`src/rtl/key_ser_pkg.sv`:
```
// Shared types and constants for the serial key-load transmitter.
package key_ser_pkg;

  localparam int unsigned KEY_W_DEFAULT = 128;
  localparam logic        START_BIT     = 1'b1;
  localparam logic        IDLE_LEVEL    = 1'b0;

  typedef enum logic [2:0] {
    StIdle,
    StStart,
    StData,
    StParity,
    StGap
  } state_e;

endpackage

```
`src/rtl/key_serializer_if.sv`:
```
// Host-side key handshake plus serial line and frame status of key_serializer.
interface key_serializer_if #(
  parameter int unsigned KEY_W = key_ser_pkg::KEY_W_DEFAULT
) ();

  logic [KEY_W-1:0] key_in;
  logic             key_valid;
  logic             key_ready;
  logic             k_out;
  logic             busy;
  logic             done;

  modport master (
    output key_in,
    output key_valid,
    input  key_ready,
    input  k_out,
    input  busy,
    input  done
  );

  modport slave (
    input  key_in,
    input  key_valid,
    output key_ready,
    output k_out,
    output busy,
    output done
  );

endinterface

```
`src/rtl/key_ser_shift.sv`:
```
// Loadable key shift register; head is the next bit to leave, in either direction.
module key_ser_shift #(
  parameter int unsigned KEY_W     = 128,
  parameter int unsigned MSB_FIRST = 1
) (
  input  logic             clk,
  input  logic             reset,
  input  logic             load,
  input  logic             shift,
  input  logic [KEY_W-1:0] din,
  output logic             head
);

  logic [KEY_W-1:0] sr_q;

  always_ff @(posedge clk or posedge reset) begin
    if (reset) begin
      sr_q <= '0;
    end else if (load) begin
      sr_q <= din;
    end else if (shift) begin
      sr_q <= (MSB_FIRST != 0) ? {sr_q[KEY_W-2:0], 1'b0} : {1'b0, sr_q[KEY_W-1:1]};
    end
  end

  assign head = (MSB_FIRST != 0) ? sr_q[KEY_W-1] : sr_q[0];

endmodule

```
`src/rtl/key_serializer.sv`:
```
// Serialises a parallel key into a start/data[/parity]/gap frame on k_out.
// Optional even-parity bit after the data field when KEY_SER_PARITY_EN is defined.
module key_serializer
  import key_ser_pkg::*;
#(
  parameter int unsigned KEY_W      = KEY_W_DEFAULT,
  parameter int unsigned GAP_CYCLES = 2,
  parameter int unsigned MSB_FIRST  = 1
) (
  input  logic             clk,
  input  logic             reset,
  key_serializer_if.slave  bus
);

  localparam int unsigned    CntW    = $clog2(KEY_W);
  localparam logic [CntW-1:0] CntLast = CntW'(KEY_W - 1);
  localparam int unsigned    GapW    = (GAP_CYCLES > 1) ? $clog2(GAP_CYCLES) : 1;
  localparam logic [GapW-1:0] GapLast = GapW'((GAP_CYCLES == 0) ? 0 : GAP_CYCLES - 1);
  localparam state_e         AfterTail = (GAP_CYCLES == 0) ? StIdle : StGap;

  state_e          state_q, state_d;
  logic [CntW-1:0] cnt_q, cnt_d;
  logic [GapW-1:0] gap_q, gap_d;
  logic            k_out_q, k_out_d;
  logic            done_c;
  logic            load, shift, head;
  state_e          after_data;

`ifdef KEY_SER_PARITY_EN
  logic parity_q;

  always_ff @(posedge clk or posedge reset) begin
    if (reset) begin
      parity_q <= 1'b0;
    end else if (load) begin
      parity_q <= ^bus.key_in;
    end
  end

  assign after_data = StParity;
`else
  assign after_data = AfterTail;
`endif

  assign load  = (state_q == StIdle) && bus.key_valid;
  assign shift = (state_d == StData);

  key_ser_shift #(
    .KEY_W     (KEY_W),
    .MSB_FIRST (MSB_FIRST)
  ) u_shift (
    .clk   (clk),
    .reset (reset),
    .load  (load),
    .shift (shift),
    .din   (bus.key_in),
    .head  (head)
  );

  always_ff @(posedge clk or posedge reset) begin
    if (reset) begin
      state_q <= StIdle;
      cnt_q   <= '0;
      gap_q   <= '0;
      k_out_q <= IDLE_LEVEL;
    end else begin
      state_q <= state_d;
      cnt_q   <= cnt_d;
      gap_q   <= gap_d;
      k_out_q <= k_out_d;
    end
  end

  always_comb begin
    state_d = state_q;
    cnt_d   = cnt_q;
    gap_d   = gap_q;
    done_c  = 1'b0;
    unique case (state_q)
      StIdle: begin
        if (bus.key_valid) state_d = StStart;
      end
      StStart: begin
        state_d = StData;
        cnt_d   = '0;
      end
      StData: begin
        if (cnt_q == CntLast) begin
          state_d = after_data;
          gap_d   = '0;
          done_c  = (after_data == StIdle);
        end else begin
          cnt_d = cnt_q + CntW'(1);
        end
      end
`ifdef KEY_SER_PARITY_EN
      StParity: begin
        state_d = AfterTail;
        gap_d   = '0;
        done_c  = (AfterTail == StIdle);
      end
`endif
      StGap: begin
        if (gap_q == GapLast) begin
          state_d = StIdle;
          done_c  = 1'b1;
        end else begin
          gap_d = gap_q + GapW'(1);
        end
      end
      default: state_d = StIdle;
    endcase
  end

  // k_out is registered, so it is loaded with the level belonging to the next state.
  always_comb begin
    k_out_d = IDLE_LEVEL;
    case (state_d)
      StStart:  k_out_d = START_BIT;
      StData:   k_out_d = head;
`ifdef KEY_SER_PARITY_EN
      StParity: k_out_d = parity_q;
`endif
      default:  k_out_d = IDLE_LEVEL;
    endcase
  end

  assign bus.k_out     = k_out_q;
  assign bus.busy      = (state_q != StIdle);
  assign bus.key_ready = (state_q == StIdle);
  assign bus.done      = done_c;

endmodule

```
`src/flat_wrapper.sv`:
```
// flat-port wrapper written by rule: the top's interface ports become plain ports
module key_serializer_flat import key_ser_pkg::*;
#(
  parameter int unsigned KEY_W      = KEY_W_DEFAULT,
  parameter int unsigned GAP_CYCLES = 2,
  parameter int unsigned MSB_FIRST  = 1
)
  (clk, reset, bus_key_in, bus_key_valid, bus_key_ready, bus_k_out, bus_busy, bus_done);
  key_serializer_if #(.KEY_W(KEY_W)) bus_i ();
  input  logic clk;
  input  logic reset;
  input wire logic [$bits(bus_i.key_in)-1:0] bus_key_in;
  input wire logic [$bits(bus_i.key_valid)-1:0] bus_key_valid;
  output wire logic [$bits(bus_i.key_ready)-1:0] bus_key_ready;
  output wire logic [$bits(bus_i.k_out)-1:0] bus_k_out;
  output wire logic [$bits(bus_i.busy)-1:0] bus_busy;
  output wire logic [$bits(bus_i.done)-1:0] bus_done;
  assign bus_i.key_in = bus_key_in;
  assign bus_i.key_valid = bus_key_valid;
  assign bus_key_ready = bus_i.key_ready;
  assign bus_k_out = bus_i.k_out;
  assign bus_busy = bus_i.busy;
  assign bus_done = bus_i.done;
  key_serializer #(.KEY_W(KEY_W), .GAP_CYCLES(GAP_CYCLES), .MSB_FIRST(MSB_FIRST)) u_core (.clk(clk), .reset(reset), .bus(bus_i));
endmodule
```
`config.mk`:
```
export PLATFORM = sky130hd
export DESIGN_NAME = key_serializer_flat
export DESIGN_NICKNAME = d
export VERILOG_FILES = /design/src/rtl/key_ser_pkg.sv /design/src/rtl/key_serializer_if.sv /design/src/rtl/key_ser_shift.sv /design/src/rtl/key_serializer.sv /design/src/flat_wrapper.sv
export SDC_FILE = /design/constraint.sdc
export NUM_CORES = 1
export LEC_CHECK = 0
export ABC_AREA = 1
export BUFFER_PORTS_ARGS = -buffer_cell sky130_fd_sc_hd__buf_4
export CAP_MARGIN = 20
export CORE_AREA = 3 3 119 121
export DETAILED_ROUTE_END_ITERATION = 8
export DIE_AREA = 0 0 122 124
export HOLD_SLACK_MARGIN = 0.08
export PLACE_DENSITY = 0.73
export SLEW_MARGIN = 15
export SYNTH_ARGS = -nofsm -noshare
export SYNTH_HDL_FRONTEND = slang
export SYNTH_SLANG_ARGS = --single-unit
```
`constraint.sdc`:
```
create_clock -name clk -period 14.8 [get_ports clk]
set_input_delay 2.96 -clock clk [delete_from_list [all_inputs] [get_ports clk]]
set_output_delay 2.96 -clock clk [all_outputs]
set_load 0.005 [all_outputs]
```
==> flow_summary_export.csv <==
group,metric,value,unit
run_status,status,"completed",
synth,synth_xor_area_share,0.3977,%
final_layout,area.growth.synth_to_final,24.03,%
setup_path,critPathKind,"primary input to register",
synth,synth_top_family_by_area,"simple AND/OR/NAND/NOR gates",
synth,synth_seq_cells,140,
clock_network,hold_buffers,0,
final_layout,final_nets,1003,
detailed_routing,viasPerCell,5.767,
final_layout,antennaDiodeCount,0,
power,p_per_area,221.4,nW/um^2
detailed_routing,vias,6113,
synth,synth_top_area_share,53.02,%
floorplan,die_y,124,um
clock_network,cts_buffers,17,
clock_network,cts.sinks,140,
setup_path,startpoint_type,"primary input",
synth,synth.cell_area,6608,sq um
floorplan,die_w,122,um
detailed_routing,ant_nets,0,
global_routing,grt_max_degree,85,
detailed_routing,wl_per_cell,15.82,um
sta,finalHoldViolCount,0,
sta,finalSetupViolations,0,
synth,synth-simple-area-share,38.88,%
synth,synthAdderAreaFrac,0.1894,%
placement,port_buffers,134,
global_routing,gr-usage-all-layers,22.43,%
sta,fin_crit_sh,33.50,%
clock_network,clockBufferDepth,2,
global_routing,grt_pass1_wl,27480,um
sta,skew,0.005814,ns
placement,globalplace.congestion,0.7319,
clock_network,cts_tree,"done",
detailed_routing,drc_errors,0,
sta,worst_pin_slew,0.9458,ns
global_routing,grt_antenna_before_repair,0,
power,ir_worst_vdd,0.0001415,V
job,cap_viol_max_count,0,
sta,slew_viol_final,0,
synth,synth_area_leaders,"dfrtp_1 (53%), nand2_1 (16%), nand4_1 (12%), nand3_1 (10%), buf_2 (2.6%)",
final_layout,fin_util,62.13,%
floorplan,dieArea,15130,sq um
synth,synthMuxAreaShare,0,%
power,leakage,3.934,nW
floorplan,core_area,13190,sq um
clock_network,htreeDepth,4,
clock_network,cts_resized,0,
sta,rsz0062_at_grt,"no",
final_layout,fill_cells,1167,
detailed_routing,drt_first_iter_violations,651,
final_layout,layout-drive-gt1-share,20.70,%
clock_network,post_cts_buffers,0,
floorplan,num_rows,42,
synth,synth_cells,782,
synth,synth_cell_type_count,22,
setup_path,reg2reg_slack,11.73,ns
synth,yosysTopAreaCell,"dfrtp_1",
placement,dp_hpwl,9961,um
sta,fmax,0.2017,GHz
setup_path,cp-end-kind,"register",
clock_network,cts.clk_slew.worst_paths,0.06,ns
setup_path,required,15.15,ns
clock_network,clkLatencyLatePin,0.41,ns
global_routing,gr-total-overflow,0,
synth,ys_warn_count,0,
floorplan,start_util,50.09,%
clock_network,root_buffer,"clkbuf_16",
global_routing,first_global_vias,5826,
sta,fin_crit,4.958,ns
synth,synth_compound_area_share,0.7953,%
synth,syn_avg_cell_area,8.450,sq um
setup_path,worstPathArrival,5.30,ns
synth,yosysSeqAreaShare,53.02,%
detailed_routing,routed_wirelength,16770,um
floorplan,pin_count,135,
hold_path,hold_path_class,"register to register",
setup_path,cp_max_fo,66,
synth,syn_nets,914,
sta,slew_headroom,36.95,%
sta,finalSetupTns,0,ns
detailed_routing,dr.pass1.iters,7,
## routing by layer
| layer | routed length, um | up-vias | GRT usage (%) | share of wire [%] |
|---|---|---|---|---|
| met4 | 264 | 0 | 7.423 | 1.6 |
| met5 | 0 | - | 0 | 0 |
| met2 | 8177 | 227 | 36.57 | 49 |
| met1 | 7445 | 2984 | 30.66 | 44 |
| li1 | - | 2877 | - | - |
| met3 | 885 | 25 | 3.951 | 5.3 |
## path summary, 6_finish.rpt
path,from,to,cells past startpoint
max,bus_key_valid,u_core.u_shift.sr_q[84],6
min,u_core.u_shift.sr_q[44],u_core.u_shift.sr_q[45],2
max reg2reg,u_core.cnt_q[0],u_core.u_shift.sr_q[21],9
min reg2reg,u_core.u_shift.sr_q[44],u_core.u_shift.sr_q[45],2
max in group asynchronous,reset,u_core.u_shift.sr_q[17],3
min in group asynchronous,reset,u_core.u_shift.sr_q[69],2
## placed cells by master (no fill, tap or decap), types with 3 or more instances in the layout
cell type  count
buf_4        140
bufinv_16      7
clkbuf_16     17
clkinv_2       3
dfrtp_1      140
inv_1          6
nand2_1      274
nand3_1      134
nand4_1      127
nor2_1         5
o21ai_0        7
## cells by family after synthesis
kind of cell / Yosys count
and+or+nand+nor: 547
DFF: 140
buffers and inverters: 81
AOI/OAI and AO/OA: 10
xor gates and xnor gates: 3
adders and majority gates: 1
## cell type report
class	count	area, sq um	share of cell area [%]
Clock buffer	20	456.7	5.573
Multi-Input combinational cell	561	2673	32.61
Timing Repair Buffer	140	1051	12.82
Tap cell	176	220.2	2.687
Inverter	11	51.30	0.6260
Sequential cell	140	3503	42.75
Clock inverter	12	240.2	2.931
## worst max-delay path, cell delays in order
cell and delay [ns]:
buf_4 0.09, nand3_4 0.54, inv_4 0.77, buf_4 0.64, nand2_1 0.15, nand3_1 0.12
## report_power, final
part	leakage (nW)	switching [mW]	internal, mW
Combinational	1.87	0.414	0.222
Sequential	1.73	0.105	0.572
Clock	0.336	0.160	0.341
## cells in the mapped netlist
library cell,instances
o22ai_1,2
buf_4,4
o21ai_0,7
nor2_2,1
nand2_2,2
a21oi_1,1
buf_6,11
inv_2,3
nand2_4,2
buf_2,34
xnor2_1,1
clkbuf_1,18
xor2_1,2
ha_1,1
nand4_1,127
buf_1,3
inv_1,8
nand2_1,274
nor3_2,1
nor2_1,5
dfrtp_1,140
nand3_1,135
## state kept, by name, summed over array words and instances (netlist names)
register / flops
u_core.u_shift.sr_q: 128
u_core.cnt_q: 7
u_core.state_q: 3
u_core.bus.k_out: 1
u_core.gap_q: 1
## through the flow
step                      hold slack (ns)  setup WS [ns]  instances  power (mW)  instance area (sq um)
after detailed placement           0.4774          9.460       1028       1.311                   7498
after global routing               0.5044          9.586       1060       1.950                   8195
after CTS                          0.4914          9.876       1060       1.823                   8195
after floorplan                    0.4425          8.087        782       1.192                   6608
after global placement             0.4705          9.494       1028       1.276                   7498
final                              0.4842          9.842       1060       1.814                   8195
Note: power is estimated with default switching activity, not from simulation.
